File: src/rtl/mem_access_unit.sv
// mem_access_unit: core load/store requests to a word-aligned, stallable memory bus
module mem_access_unit (
    input  logic        clk,
    input  logic        reset,
    input  logic        req_valid,
    output logic        req_ready,
    input  logic        req_write,
    input  logic [1:0]  req_size,
    input  logic        req_signed,
    input  logic [31:0] req_addr,
    input  logic [31:0] req_wdata,
    output logic [31:0] address,
    output logic        read,
    output logic        write,
    input  logic        waitrequest,
    output logic [3:0]  byteenable,
    output logic [31:0] writedata,
    input  logic [31:0] readdata,
    output logic        resp_valid,
    output logic [31:0] resp_rdata,
    output logic        resp_err
);
    typedef enum logic [1:0] {IDLE, BUS, RDCAP, RESP} state_t;

    state_t      r_state, w_next;
    logic [31:2] r_addr;
    logic [3:0]  r_be;
    logic [31:0] r_wdata, r_rdata;
    logic        r_read, r_write, r_err, r_signed;
    logic [1:0]  r_off, r_size;
    logic        w_accept, w_legal, w_bus_done;
    logic [3:0]  w_be;
    logic [31:0] w_wdata, w_shift, w_ext;

    assign req_ready  = (r_state == IDLE) & reset;
    assign w_accept   = req_valid & req_ready;
    assign w_bus_done = (r_state == BUS) & ~waitrequest;
    assign address    = {r_addr, 2'b00};
    assign read       = r_read;
    assign write      = r_write;
    assign byteenable = r_be;
    assign writedata  = r_wdata;
    assign resp_valid = (r_state == RESP);
    assign resp_err   = resp_valid & r_err;
    assign resp_rdata = resp_valid ? r_rdata : 32'h0;

    // Request decode: alignment check, lane enables and lane-replicated store data
    always_comb begin
        w_legal = (req_size == 2'b00) | ((req_size == 2'b01) & ~req_addr[0]) |
                  ((req_size == 2'b10) & (req_addr[1:0] == 2'b00));
        w_be    = (req_size == 2'b00) ? 4'b0001 << req_addr[1:0] :
                  (req_size == 2'b01) ? (req_addr[1] ? 4'b1100 : 4'b0011) : 4'b1111;
        w_wdata = (req_size == 2'b00) ? {4{req_wdata[7:0]}} :
                  (req_size == 2'b01) ? {2{req_wdata[15:0]}} : req_wdata;
    end

    // Load extraction: move the addressed bytes to bit 0 and extend
    always_comb begin
        w_shift = readdata >> {r_off, 3'b000};
        w_ext   = (r_size == 2'b00) ? {{24{r_signed & w_shift[7]}}, w_shift[7:0]} :
                  (r_size == 2'b01) ? {{16{r_signed & w_shift[15]}}, w_shift[15:0]} : w_shift;
    end

    // State register; reset aborts any access in flight
    always_ff @(posedge clk or negedge reset) begin
        if (!reset) r_state <= IDLE;
        else        r_state <= w_next;
    end

    // Next-state logic
    always_comb begin
        w_next = r_state;
        case (r_state)
            IDLE:    w_next = w_accept ? (w_legal ? BUS : RESP) : IDLE;
            BUS:     w_next = w_bus_done ? (r_write ? RESP : RDCAP) : BUS;
            RDCAP:   w_next = RESP;
            default: w_next = IDLE;
        endcase
    end

    // Registered bus outputs and request context; strobes drop on bus acceptance
    always_ff @(posedge clk or negedge reset) begin
        if (!reset) begin
            r_addr   <= '0;
            r_be     <= '0;
            r_wdata  <= '0;
            r_read   <= 1'b0;
            r_write  <= 1'b0;
            r_err    <= 1'b0;
            r_off    <= '0;
            r_size   <= '0;
            r_signed <= 1'b0;
            r_rdata  <= '0;
        end else begin
            if (w_accept) begin
                r_addr   <= req_addr[31:2];
                r_be     <= w_be;
                r_wdata  <= w_wdata;
                r_read   <= w_legal & ~req_write;
                r_write  <= w_legal & req_write;
                r_err    <= ~w_legal;
                r_off    <= req_addr[1:0];
                r_size   <= req_size;
                r_signed <= req_signed;
                r_rdata  <= '0;
            end
            if (w_bus_done) begin
                r_read  <= 1'b0;
                r_write <= 1'b0;
            end
            if (r_state == RDCAP) r_rdata <= w_ext;
        end
    end
endmodule

File: config.mk
export PLATFORM = sky130hd
export DESIGN_NAME = mem_access_unit
export DESIGN_NICKNAME = d
export VERILOG_FILES = /design/src/rtl/mem_access_unit.sv
export SDC_FILE = /design/constraint.sdc
export NUM_CORES = 1
export LEC_CHECK = 0
export CAP_MARGIN = 20
export CORE_MARGIN = 1
export CORE_UTILIZATION = 35
export CTS_BUF_LIST = sky130_fd_sc_hd__clkbuf_2
export DETAILED_ROUTE_END_ITERATION = 7
export HOLD_SLACK_MARGIN = 0.02
export PLACE_DENSITY = 0.7
export SLEW_MARGIN = 20
export SYNTH_ARGS = -nofsm -noshare
export SYNTH_HDL_FRONTEND = slang
export SYNTH_SLANG_ARGS = --single-unit
File: constraint.sdc
create_clock -name clk -period 1.8 [get_ports clk]
set_clock_uncertainty 0.15 [all_clocks]
set_input_delay 0.27 -clock clk [delete_from_list [all_inputs] [get_ports clk]]
set_output_delay 0.27 -clock clk [all_outputs]
set_load 0.01 [all_outputs]
==> results of run 1 <==
==> area by class of cell <==
class                      instances  share of cell area
multi-input combinational        394              0.2856
clock inverter                     7            0.009926
tap                              180             0.02707
timing repair buffer             302              0.3459
inverter                           2           0.0009024
antenna                            1           0.0003008
clock buffer                       9            0.005414
sequential                       108              0.3249
==> registers in the layout, indices dropped and copies added (netlist names), 2 cells and up <==
signal and flops:
r_size 2, byteenable 4, r_rdata 32, r_addr 30, r_state 2, r_off 2
writedata 32
==> timing repair <==
item	4_1_cts	5_1_grt
pin swaps	1	0
hold buffers	29	1
gates cloned	0	4
hold endpoints to repair	75	1
resized for setup	245	118
buffers inserted	12	16
endpoints found under the setup margin	130	197
==> cell usage after synthesis, drive strengths merged <==
cell type	number	area, um^2
nor3b	3	32.53
conb	1	3.750
mux2i	41	410.4
nand3	8	40.04
o22ai	1	6.260
mux4	1	22.52
inv	2	7.500
nor2	22	87.58
clkbuf	28	105.1
o211a	1	17.52
nand2	158	593.1
a221o	16	160.2
and3	34	212.7
nand3b	2	15.01
nor2b	3	21.27
a21oi	26	130.1
a21o	1	7.510
nand2b	3	18.77
o21a	1	7.510
a22o	8	70.07
and2	2	12.51
dfrtp	108	2703
a31oi	4	25.02
o21ai	47	235.2
mux2	8	90.09
buf	17	105.1
o211ai	1	7.510
o21bai	1	7.510
==> worst min-delay path: cells and delay by family <==
kind          cells  cell delay [ps]
buf+inv           1              410
simple gates      2              120
==> cell families (layout without fill, tap and decap cells) <==
kind of cell	Yosys count	in the layout	synth area share
compound gates	107	107	0.1308
buf+inv	47	320	0.04223
flops	108	108	0.5243
other cells	1	3	0.0007275
mux	50	50	0.1015
simple gates	235	235	0.2005
==> power groups by stage <==
stage / clock (mW) / combinational, mW / sequential (mW)
3_5_place_dp: 0 / 5.47 / 4.18
5_1_grt: 1.34 / 6.39 / 4.29
6_report: 1.21 / 5.91 / 4.17
4_1_cts: 1.24 / 5.30 / 4.11
3_3_place_gp: 0 / 5.36 / 4.14
2_1_floorplan: 0 / 2.39 / 4.38
==> through the flow <==
stage	power, mW	std cells	instance area [um^2]	setup TNS [ps]	setup slack [ps]
2_1_floorplan	6.767	549	5159	0	12.67
5_1_grt	12.02	1003	8319	-15670	-408.4
3_3_place_gp	9.506	924	7560	-5613	-213.4
3_5_place_dp	9.652	924	7560	-9992	-229.2
6_report	11.29	1003	8319	-9890	-294.2
4_1_cts	10.65	981	7949	-9801	-310.4
==> path summary, 6_finish.rpt <==
check	slack [ps]	to	cells after the start	startpoint
worst min register to register	370	r_addr[23]	2	r_addr[23]
worst max register to register	-60	r_rdata[10]	6	r_state[0]
max in group asynchronous	330	r_off[0]	4	reset
worst max-delay path	-290	resp_rdata[6]	4	r_state[0]
worst min-delay path	50	r_addr[30]	3	req_addr[30]
min in group asynchronous	170	writedata[8]	3	reset
==> routing by layer <==
layer	wire length, um	vias to the layer above
li1	-	2413
met1	7053	2391
met2	8553	228
met3	1332	38
met4	535	0
met5	0	-
==> out/qor.json, run 1 <==
{
  "drt_first_pass_iters": {"value": 5},
  "p_per_area": {"value": 1357, "unit": "nW/um^2"},
  "initialDrtViolationCount": {"value": 362},
  "synth_seq_cells": {"value": 108},
  "max_freq": {"value": 477.5, "unit": "MHz"},
  "crit_type": {"value": "flip-flop to output port"},
  "clock_power_share": {"value": 0.107},
  "ys_seq_area_frac": {"value": 0.5243},
  "cells_traversed_along_the_worst_timing_path": {"value": "buf_6 > clkbuf_16 > and3_1 > buf_2"},
  "placementRows": {"value": 43},
  "grt_pass1_vias": {"value": 5068},
  "die_w": {"value": 123.4, "unit": "um"},
  "clock_sinks": {"value": 108},
  "rsz0062_at_grt": {"value": "true"},
  "layout.area.seq": {"value": 2703, "unit": "um^2"},
  "critical-path-max-stage-delay": {"value": 470, "unit": "ps"},
  "post-route-min-period": {"value": 2094, "unit": "ps"},
  "place.detailed.hpwl": {"value": 11940, "unit": "um"},
  "grt.overflow.total": {"value": 0},
  "boundaryPins": {"value": 209},
  "cts_max_level": {"value": 3},
  "gr-max-usage-layer": {"value": "met2"},
  "global_route.usage.met2": {"value": 0.3781},
  "wire_per_inst": {"value": 17.42, "unit": "um"},
  "timing.max_cap.violations": {"value": 0},
  "run_status": {"value": "finished with violations"},
  "finish.utilization": {"value": 0.5879},
  "syn-mean-instance-area": {"value": 9.407, "unit": "um^2"},
  "worst_ir_drop_vdd": {"value": 0.6449, "unit": "mV"},
  "violated_checks": {"value": "negative setup slack"},
  "globalRouteMet1Util": {"value": 0.2749},
  "swShare": {"value": 0.3938},
  "power.combinational.fraction": {"value": 0.523},
  "clk_path_buf_depth": {"value": 2},
  "gp_congestion": {"value": 0.8962},
  "cpMaxStageDelayCell": {"value": "sky130_fd_sc_hd__dfrtp_1"},
  "timing.critical_path.fanout_max": {"value": 9},
  "die_outline_area": {"value": 15220, "unit": "um^2"},
  "tritoncts": {"value": "built"},
  "final_hold_viol_count": {"value": 0},
  "die_height": {"value": 123.4, "unit": "um"},
  "crit_arrival": {"value": 1670, "unit": "ps"},
  "port-buffer-count": {"value": 206},
  "core-area": {"value": 14150, "unit": "um^2"},
  "path_clk_slew": {"value": 300, "unit": "ps"},
  "via_per_inst": {"value": 5.055},
  "num_vias": {"value": 5070},
  "finish.net_count": {"value": 921},
  "ant_nets": {"value": 0},
  "cts_root_buf": {"value": "sky130_fd_sc_hd__clkbuf_2"},
  "maxSlewHeadroom": {"value": 0.5899},
  "synthToLayoutAreaGrowth": {"value": 61.38, "unit": "%"},
  "nature_of_the_critical_path_endpoint": {"value": "output port"},
  "route.detailed.drc": {"value": 0},
  "p_seq_frac": {"value": 0.369},
  "yosysWarnings": {"value": 0},
  "layout-drive-gt1-share": {"value": 0.2202},
  "worst-endpoint-required": {"value": 1380, "unit": "ps"},
  "clock_insertion_delay_worst_skew": {"value": 570, "unit": "ps"},
  "pin_count_of_the_biggest_net_entering_global_routing": {"value": 79},
  "multi_input_comb_area": {"value": 2376, "unit": "um^2"},
  "leakage": {"value": 4.032, "unit": "nW"},
  "tritoncts.num_buffers": {"value": 9},
  "timing.final.crit_share": {"value": 1.163},
  "finalWirelength": {"value": 17470, "unit": "um"},
  "critPathTopFamily": {"value": "buffers and inverters"},
  "initial_antenna_violation_count": {"value": 1},
  "finalSetupViolCount": {"value": 57},
  "slew_violations": {"value": 0},
  "critical_path_buf_inv_count": {"value": 3},
  "power.net_switching": {"value": 4.447, "unit": "mW"},
  "worst_case_setup_margin_in_the_final_layout": {"value": -294.2, "unit": "ps"},
  "syn_inst_count": {"value": 548},
  "layout.cells.most_common": {"value": "sky130_fd_sc_hd__nand2_1"},
  "min_path_type": {"value": "primary input to flip-flop"},
  "synth.lib_cells_used.distinct": {"value": 34},
  "commonest_non_fill_non_tap_cells_in_the_layout": {"value": "157 x sky130_fd_sc_hd__nand2_1, 108 x sky130_fd_sc_hd__dfrtp_1, 102 x sky130_fd_sc_hd__clkdlybuf4s50_1, 49 x sky130_fd_sc_hd__buf_4, 46 x sky130_fd_sc_hd__o21ai_0"},
  "grt.met3_usage": {"value": 0.05166},
  "syn-cell-area": {"value": 5155, "unit": "um^2"},
  "cell_internal_pwr": {"value": 6.846, "unit": "mW"},
  "globalRouteTotalUtil": {"value": 0.2255},
  "grt_pass1_wl": {"value": 26180, "unit": "um"},
  "fillCellCount": {"value": 1196},
  "hold_slack": {"value": 51.00, "unit": "ps"},
  "timing_worst_slew_pin_value": {"value": 615.1, "unit": "ps"},
  "floorplan.initialDensity": {"value": 0.3643},
  "setup.worst_path.start_class": {"value": "flip-flop"}
}
No activity file was read; power rests on OpenSTA's default activity.
==> run 2, diff against run 1 <==
--- a/config.mk
+++ b/config.mk
@@ -11,7 +11,7 @@
 export CTS_BUF_LIST = sky130_fd_sc_hd__clkbuf_2
 export DETAILED_ROUTE_END_ITERATION = 7
 export HOLD_SLACK_MARGIN = 0.02
-export PLACE_DENSITY = 0.7
+export PLACE_DENSITY = 0.75
 export SLEW_MARGIN = 20
 export SYNTH_ARGS = -nofsm -noshare
 export SYNTH_HDL_FRONTEND = slang
==> run 2 against run 1 <==
  * The run still ends with negative setup slack left
  * Highest routed layer is now met5
  * Flip-flop and latch count stayed put
  * Routed wire length is 7.4% higher
  * Setup slack better by 30 ps
  * Via count is 4.6% higher
  * Critical path depth stayed put
  * Cell count is 0.60% higher
  * Hold slack better by 49 ps
  * Count of clock-buffer cells in the layout stayed put
  * Non-clock buffer count is 4 higher
  * First-iteration DRC count is 15% higher
==> out/qor.json, run 2 (synthesis gave the netlist of run 1 again) <==
{
  "path_clk_slew": {"value": 310, "unit": "ps", "change": "was 300 ps"},
  "tritoncts.num_buffers": {"value": 9, "change": "unchanged"},
  "critical_path_buf_inv_count": {"value": 3, "change": "unchanged"},
  "wire_per_inst": {"value": 18.60, "unit": "um", "change": "was 17.42 um"},
  "slew_violations": {"value": 0, "change": "unchanged"},
  "critical-path-max-stage-delay": {"value": 510, "unit": "ps", "change": "was 470 ps"},
  "nature_of_the_critical_path_endpoint": {"value": "output port", "change": "unchanged"},
  "worst_case_setup_margin_in_the_final_layout": {"value": -264.6, "unit": "ps", "change": "was -294.2 ps"},
  "leakage": {"value": 4.142, "unit": "nW", "change": "was 4.032 nW"},
  "route.detailed.drc": {"value": 0, "change": "unchanged"},
  "reg2reg_slack": {"value": -120, "unit": "ps", "change": "was -60 ps"},
  "finalSetupViolCount": {"value": 131, "change": "was 57"},
  "clk_path_buf_depth": {"value": 2, "change": "unchanged"},
  "floorplan.initialDensity": {"value": 0.3643, "change": "unchanged"},
  "timing.final.crit_share": {"value": 1.147, "change": "was 1.163"},
  "initial_antenna_violation_count": {"value": 1, "change": "unchanged"},
  "rr_worst_depth": {"value": 9, "change": "was 6"},
  "critPathTopFamily": {"value": "flip-flops", "change": "was buffers and inverters"},
  "num_vias": {"value": 5305, "change": "was 5070"},
  "clock_insertion_delay_worst_skew": {"value": 570, "unit": "ps", "change": "about the same"},
  "cells_traversed_along_the_worst_timing_path": {"value": "buf_6 > nor3b_2 > buf_4 > buf_6", "change": "was buf_6 > clkbuf_16 > and3_1 > buf_2"},
  "post-route-cell-area": {"value": 8598, "unit": "um^2", "change": "was 8319 um^2"},
  "min_path_type": {"value": "primary input to flip-flop", "change": "unchanged"},
  "total_power": {"value": 11.56, "unit": "mW", "change": "was 11.29 mW"},
  "die_outline_area": {"value": 15220, "unit": "um^2", "change": "unchanged"},
  "placementRows": {"value": 43, "change": "unchanged"},
  "gp_congestion": {"value": 0.8661, "change": "was 0.8962"},
  "cts_root_buf": {"value": "sky130_fd_sc_hd__clkbuf_2", "change": "unchanged"},
  "crit_arrival": {"value": 1640, "unit": "ps", "change": "was 1670 ps"},
  "grt.overflow.total": {"value": 0, "change": "unchanged"},
  "setup.worst_path.start_class": {"value": "flip-flop", "change": "unchanged"},
  "timing.max_cap.violations": {"value": 0, "change": "unchanged"},
  "port-buffer-count": {"value": 206, "change": "unchanged"},
  "setup.worst_path.start": {"value": "r_state[0]", "change": "unchanged"},
  "endpoint": {"value": "req_ready", "change": "was resp_rdata[6]"},
  "path_common_cell": {"value": "sky130_fd_sc_hd__buf_6"},
  "die_height": {"value": 123.4, "unit": "um", "change": "unchanged"},
  "finish.net_count": {"value": 928, "change": "was 921"},
  "critical_path.reg2reg.startpoint": {"value": "r_state[0]", "change": "unchanged"},
  "placed_cell_area": {"value": 7535, "unit": "um^2", "change": "was 7560 um^2"},
  "max_freq": {"value": 484.4, "unit": "MHz", "change": "was 477.5 MHz"},
  "rsz0062_at_grt": {"value": "true", "change": "unchanged"},
  "initialDrtViolationCount": {"value": 416, "change": "was 362"},
  "via_per_inst": {"value": 5.258, "change": "was 5.055"},
  "core-area": {"value": 14150, "unit": "um^2", "change": "unchanged"},
  "die_w": {"value": 123.4, "unit": "um", "change": "unchanged"},
  "worst_path_depth": {"value": 4, "change": "unchanged"},
  "place.detailed.hpwl": {"value": 11830, "unit": "um", "change": "was 11940 um"},
  "timing.critical_path.fanout_max": {"value": 4, "change": "was 9"},
  "synthToLayoutAreaGrowth": {"value": 66.80, "unit": "%", "change": "was 61.38%"},
  "worst-endpoint-required": {"value": 1380, "unit": "ps", "change": "about the same"},
  "layout.cells.most_common": {"value": "sky130_fd_sc_hd__nand2_1", "change": "unchanged"},
  "cts_max_level": {"value": 3, "change": "unchanged"},
  "r2r_end": {"value": "r_addr[6]", "change": "was r_rdata[10]"},
  "timing_worst_slew_pin_value": {"value": 676.2, "unit": "ps", "change": "was 615.1 ps"},
  "insertedDiodeCount": {"value": 0, "change": "was 1"},
  "boundaryPins": {"value": 209, "change": "unchanged"},
  "run_status": {"value": "finished with violations", "change": "unchanged"},
  "clock_sinks": {"value": 108, "change": "unchanged"},
  "grt_pass1_wl": {"value": 25920, "unit": "um", "change": "was 26180 um"},
  "maxSlewHeadroom": {"value": 0.5492, "change": "was 0.5899"},
  "worst_ir_drop_vdd": {"value": 0.6764, "unit": "mV", "change": "was 0.6449 mV"},
  "final_hold_viol_count": {"value": 0, "change": "unchanged"},
  "post-route-min-period": {"value": 2065, "unit": "ps", "change": "was 2094 ps"},
  "globalRouteTotalUtil": {"value": 0.2223, "change": "was 0.2255"},
  "drt_first_pass_iters": {"value": 5, "change": "unchanged"},
  "layout-drive-gt1-share": {"value": 0.2437, "change": "was 0.2202"},
  "final_setup_tns": {"value": -13060, "unit": "ps", "change": "was -9890 ps"},
  "ant_nets": {"value": 0, "change": "unchanged"},
  "pin_count_of_the_biggest_net_entering_global_routing": {"value": 58, "change": "was 79"},
  "p_per_area": {"value": 1344, "unit": "nW/um^2", "change": "was 1357 nW/um^2"},
  "finalWirelength": {"value": 18770, "unit": "um", "change": "was 17470 um"},
  "commonest_non_fill_non_tap_cells_in_the_layout": {"value": "139 x sky130_fd_sc_hd__nand2_1, 105 x sky130_fd_sc_hd__dfrtp_1, 102 x sky130_fd_sc_hd__clkdlybuf4s50_1, 55 x sky130_fd_sc_hd__clkdlybuf4s15_1, 41 x sky130_fd_sc_hd__buf_4", "change": "was 157 x sky130_fd_sc_hd__nand2_1, 108 x sky130_fd_sc_hd__dfrtp_1, 102 x sky130_fd_sc_hd__clkdlybuf4s50_1, 49 x sky130_fd_sc_hd__buf_4, 46 x sky130_fd_sc_hd__o21ai_0"},
  "cpMaxStageDelayCell": {"value": "sky130_fd_sc_hd__dfrtp_2", "change": "was sky130_fd_sc_hd__dfrtp_1"},
  "crit_type": {"value": "flip-flop to output port", "change": "unchanged"},
  "violated_checks": {"value": "negative setup slack", "change": "unchanged"},
  "tritoncts": {"value": "built", "change": "unchanged"},
  "grt_pass1_vias": {"value": 5071, "change": "was 5068"}
}
==> run 2: cell types whose count changed in the layout (fill, tap and decap cells not counted), moves of 7 or more <==
cell,before,now
sky130_fd_sc_hd__and3_1,13,21
sky130_fd_sc_hd__and3_4,21,13
sky130_fd_sc_hd__buf_2,13,24
sky130_fd_sc_hd__buf_4,49,41
sky130_fd_sc_hd__clkbuf_16,3,10
sky130_fd_sc_hd__clkbuf_2,31,17
sky130_fd_sc_hd__clkdlybuf4s15_1,43,55
sky130_fd_sc_hd__nand2_1,157,139
sky130_fd_sc_hd__nand2_2,0,17
sky130_fd_sc_hd__o21ai_0,46,16
sky130_fd_sc_hd__o21ai_1,1,23
sky130_fd_sc_hd__o21ai_2,0,8
==> run 2: final cells by class <==
class,instances,area (um^2)
clock buffers,9,45.04
well taps,180,225.2
flip-flops and latches,108,2706
repair buffers,306,3050
inverters,2,7.507
fillers,1133,5552
clock inverters,7,51.30
multi-input cells,397,2512
==> run 2: how the worst min path moves through the flow <==
stage	start	end	slack, ps	depth (start not counted)
6_report	req_addr[10]	r_addr[10]	100	3
5_1_grt	req_addr[10]	r_addr[10]	30	3
4_1_cts	req_write	write	40	3
3_5_place_dp	reset	byteenable[1]	300	2
3_3_place_gp	reset	byteenable[0]	290	2
2_1_floorplan	reset	byteenable[0]	-180	0
==> run 2: metal layers <==
layer / track usage / up-vias / wire length, um
met5: 0 / - / 13
met4: 0.07982 / 2 / 492
met3: 0.05535 / 35 / 1456
met2: 0.3813 / 246 / 9303
met1: 0.2697 / 2585 / 7502
li1: - / 2437 / -
==> run 2: power breakdown <==
part	total (mW)	leakage (nW)	internal [mW]	switching [mW]
clock	1.04	0.0603	0.193	0.843
sequential	4.20	1.36	3.49	0.710
combinational	6.32	2.72	3.20	3.12
==> run 2: through the flow <==
stage / hold WS, ps / setup slack [ps] / utilization / std cells
CTS: 36.74 / -343.6 / 0.5623 / 983
global placement: 286.2 / -321.4 / 0.5325 / 924
finish: 100.4 / -264.6 / 0.6077 / 1009
floorplan: -175.6 / 12.67 / - / 549
detailed placement: 295.6 / -382.1 / 0.5325 / 924
global route: 26.99 / -380.1 / 0.6077 / 1009
==> run 2: worst register-to-register path, stage by stage, from the launching register on <==
cell and delay, ps:
sky130_fd_sc_hd__dfrtp_2 510, sky130_fd_sc_hd__buf_6 140, sky130_fd_sc_hd__nor3b_2 170, sky130_fd_sc_hd__buf_4 150
sky130_fd_sc_hd__buf_4 110, sky130_fd_sc_hd__buf_12 130, sky130_fd_sc_hd__nand2_8 90, sky130_fd_sc_hd__clkbuf_16 240
sky130_fd_sc_hd__nand2_1 90, sky130_fd_sc_hd__nand2_1 60
==> run 2: repair_timing <==
action,in CTS,in global routing
hold endpoints to repair,81,0
gates cloned,0,15
resized for setup,267,144
hold buffers,31,0
setup endpoints to repair,147,173
pin swaps,1,10
setup buffers,13,12
==> run 3, diff against run 2 <==
--- a/config.mk
+++ b/config.mk
@@ -6,6 +6,7 @@
 export NUM_CORES = 1
 export LEC_CHECK = 0
 export CAP_MARGIN = 20
+export CORE_ASPECT_RATIO = 0.5
 export CORE_MARGIN = 1
 export CORE_UTILIZATION = 35
 export CTS_BUF_LIST = sky130_fd_sc_hd__clkbuf_2
==> run 3 against run 2 <==
  * The run still ends with negative setup slack left
  * Core utilization increased by 3.4 points
  * Maximum frequency shrank 2.8%
  * Critical path depth stayed put
  * Sequential share of layout area fell by 1.3 points
  * Die area increased by 0.19%
  * Non-clock buffer count increased by 14
  * Global-route usage grew 0.90 points
  * Cell count rose by 2.9%
  * Total power increased by 7.8%
  * Clock power increased by 17%
  * Sequential power is 3% higher
  * Final area grew 4.2%
==> out/qor.json, run 3 (synthesis gave the netlist of run 1 again) <==
{
  "crit_type": {"value": "flip-flop to output port", "change": "unchanged"},
  "worst-endpoint-required": {"value": 1380, "unit": "ps", "change": "about the same"},
  "placementRows": {"value": 30, "change": "was 43"},
  "multi_input_comb_area": {"value": 2719, "unit": "um^2", "change": "was 2512 um^2"},
  "grt_pass1_wl": {"value": 27520, "unit": "um", "change": "was 25920 um"},
  "critical_path_buf_inv_count": {"value": 3, "change": "unchanged"},
  "hold_slack": {"value": 90.89, "unit": "ps", "change": "was 100.4 ps"},
  "violated_checks": {"value": "negative setup slack", "change": "unchanged"},
  "core-area": {"value": 13960, "unit": "um^2", "change": "was 14150 um^2"},
  "die_outline_area": {"value": 15250, "unit": "um^2", "change": "was 15220 um^2"},
  "worst_case_setup_margin_in_the_final_layout": {"value": -324.5, "unit": "ps", "change": "was -264.6 ps"},
  "num_vias": {"value": 5616, "change": "was 5305"},
  "timing.critical_path.fanout_max": {"value": 5, "change": "was 4"},
  "post-route-min-period": {"value": 2125, "unit": "ps", "change": "was 2065 ps"},
  "initial_antenna_violation_count": {"value": 0, "change": "was 1"},
  "grt.overflow.total": {"value": 0, "change": "unchanged"},
  "die_w": {"value": 173.6, "unit": "um", "change": "was 123.4 um"},
  "layout.area.seq": {"value": 2706, "unit": "um^2", "change": "unchanged"},
  "setup.worst_path.start_class": {"value": "flip-flop", "change": "unchanged"},
  "critPathTopFamily": {"value": "flip-flops", "change": "unchanged"},
  "final_hold_viol_count": {"value": 0, "change": "unchanged"},
  "maxSlewHeadroom": {"value": 0.5407, "change": "was 0.5492"},
  "cpMaxStageDelayCell": {"value": "sky130_fd_sc_hd__dfrtp_2", "change": "unchanged"},
  "cts_max_level": {"value": 3, "change": "unchanged"},
  "min_path_type": {"value": "primary input to flip-flop", "change": "unchanged"},
  "finalSetupViolCount": {"value": 131, "change": "unchanged"},
  "port-buffer-count": {"value": 206, "change": "unchanged"},
  "timing.max_cap.violations": {"value": 0, "change": "unchanged"},
  "finish.net_count": {"value": 944, "change": "was 928"},
  "cts_root_buf": {"value": "sky130_fd_sc_hd__clkbuf_2", "change": "unchanged"},
  "synthToLayoutAreaGrowth": {"value": 73.74, "unit": "%", "change": "was 66.80%"},
  "slew_violations": {"value": 0, "change": "unchanged"},
  "crit_arrival": {"value": 1700, "unit": "ps", "change": "was 1640 ps"},
  "timing_worst_slew_pin_value": {"value": 689.0, "unit": "ps", "change": "was 676.2 ps"},
  "route.detailed.drc": {"value": 0, "change": "unchanged"},
  "leakage": {"value": 4.292, "unit": "nW", "change": "was 4.142 nW"},
  "p_per_area": {"value": 1391, "unit": "nW/um^2", "change": "was 1344 nW/um^2"},
  "finalWirelength": {"value": 21190, "unit": "um", "change": "was 18770 um"},
  "tritoncts": {"value": "built", "change": "unchanged"},
  "clk_path_buf_depth": {"value": 2, "change": "unchanged"},
  "globalRouteTotalUtil": {"value": 0.2313, "change": "was 0.2223"},
  "clock_sinks": {"value": 108, "change": "unchanged"},
  "timing.final.crit_share": {"value": 1.180, "change": "was 1.147"},
  "max_freq": {"value": 470.7, "unit": "MHz", "change": "was 484.4 MHz"},
  "die_height": {"value": 87.82, "unit": "um", "change": "was 123.4 um"},
  "clock_insertion_delay_worst_skew": {"value": 630, "unit": "ps", "change": "was 570 ps"},
  "critical-path-max-stage-delay": {"value": 520, "unit": "ps", "change": "was 510 ps"},
  "layout.cells.most_common": {"value": "sky130_fd_sc_hd__nand2_1", "change": "unchanged"},
  "via_per_inst": {"value": 5.410, "change": "was 5.258"},
  "place.detailed.hpwl": {"value": 11810, "unit": "um", "change": "was 11830 um"},
  "initialDrtViolationCount": {"value": 501, "change": "was 416"},
  "path_clk_slew": {"value": 310, "unit": "ps", "change": "about the same"},
  "layout-drive-gt1-share": {"value": 0.3101, "change": "was 0.2437"},
  "floorplan.initialDensity": {"value": 0.3692, "change": "was 0.3643"},
  "pin_count_of_the_biggest_net_entering_global_routing": {"value": 73, "change": "was 58"},
  "wire_per_inst": {"value": 20.41, "unit": "um", "change": "was 18.60 um"},
  "commonest_non_fill_non_tap_cells_in_the_layout": {"value": "126 x sky130_fd_sc_hd__nand2_1, 105 x sky130_fd_sc_hd__dfrtp_1, 102 x sky130_fd_sc_hd__clkdlybuf4s50_1, 46 x sky130_fd_sc_hd__buf_4, 40 x sky130_fd_sc_hd__mux2i_1", "change": "was 139 x sky130_fd_sc_hd__nand2_1, 105 x sky130_fd_sc_hd__dfrtp_1, 102 x sky130_fd_sc_hd__clkdlybuf4s50_1, 55 x sky130_fd_sc_hd__clkdlybuf4s15_1, 41 x sky130_fd_sc_hd__buf_4"},
  "boundaryPins": {"value": 209, "change": "unchanged"},
  "worst_ir_drop_vdd": {"value": 0.5943, "unit": "mV", "change": "was 0.6764 mV"},
  "gp_congestion": {"value": 0.8771, "change": "was 0.8661"},
  "grt_pass1_vias": {"value": 5144, "change": "was 5071"},
  "ant_nets": {"value": 0, "change": "unchanged"},
  "cells_traversed_along_the_worst_timing_path": {"value": "buf_6 > nor3b_4 > buf_6 > buf_6", "change": "was buf_6 > nor3b_2 > buf_4 > buf_6"},
  "place_ws": {"value": -392.8, "unit": "ps", "change": "was -382.1 ps"},
  "tritoncts.num_buffers": {"value": 9, "change": "unchanged"},
  "path_common_cell": {"value": "sky130_fd_sc_hd__buf_6", "change": "unchanged"},
  "run_status": {"value": "finished with violations", "change": "unchanged"},
  "fillCellCount": {"value": 1049, "change": "was 1133"},
  "rsz0062_at_grt": {"value": "true", "change": "unchanged"},
  "nature_of_the_critical_path_endpoint": {"value": "output port", "change": "unchanged"},
  "drt_first_pass_iters": {"value": 5, "change": "unchanged"}
}
## run 3: changes by cell type in the layout (fill, tap and decap cells not counted), moves of 9 or more
cell	before	now
sky130_fd_sc_hd__o21ai_2	8	17
sky130_fd_sc_hd__nand2_1	139	126
sky130_fd_sc_hd__clkdlybuf4s15_1	55	37
sky130_fd_sc_hd__nand2_4	1	10
sky130_fd_sc_hd__buf_6	23	32
sky130_fd_sc_hd__clkbuf_2	17	35
## run 3: worst min-delay path, delay by kind of cell
| family | cells | cell delay (ps) |
|---|---|---|
| buffers and inverters | 1 | 470 |
| and+or+nand+nor | 2 | 120 |
## run 3: area by class of cell
type | count | area share
Inverter | 2 | 0.0008382
Timing Repair Buffer | 320 | 0.3528
Multi-Input combinational cell | 399 | 0.3036
Clock buffer | 9 | 0.005029
Tap cell | 192 | 0.02682
Antenna cell | 1 | 0.0002794
Clock inverter | 7 | 0.008522
Sequential cell | 108 | 0.3022
## run 3: layer usage
metal,track usage,wire length [um],vias to the layer above
li1,-,-,2483
met1,0.2881,8848,2819
met2,0.4027,10420,254
met3,0.05556,1217,60
met4,0.07656,702,0
met5,0,0,-
## run 3: path summary, 6_finish.rpt
path,end,cells past startpoint,slack [ps],from
hold / removal,writedata[4],3,90,req_wdata[4]
min in group asynchronous,writedata[19],3,100,reset
hold reg to reg,r_addr[3],2,360,r_addr[3]
setup / recovery,req_ready,4,-320,r_state[1]
max in group asynchronous,r_off[1],4,330,reset
setup reg to reg,r_err,9,-140,r_state[1]
## run 3: power by group
group | leakage, nW | switching, mW | internal (mW) | total, mW
combinational | 2.86 | 3.49 | 3.43 | 6.92
sequential | 1.36 | 0.827 | 3.49 | 4.32
clock | 0.0754 | 0.883 | 0.334 | 1.22
total | 4.29 | 5.20 | 7.26 | 12.5
## run 3: what timing repair did
action | CTS | global route
pin swaps | 10 | 20
hold endpoints to repair | 68 | 0
cloned | 4 | 19
hold buffers | 33 | 0
buffers inserted | 17 | 16
endpoints found under the setup margin | 172 | 251
resized for setup | 285 | 192
## run 3: through the flow
step                setup TNS (ps)    util  area, um^2  total power, mW  instances
floorplan                        0       -        5159            6.767        549
global placement            -15180  0.5427        7577            9.510        933
detailed placement          -20310  0.5427        7577            9.682        933
CTS                         -11310  0.5900        8238            11.12       1003
global route                -23890  0.6412        8954            13.09       1037
finish                      -16090  0.6414        8956            12.46       1038
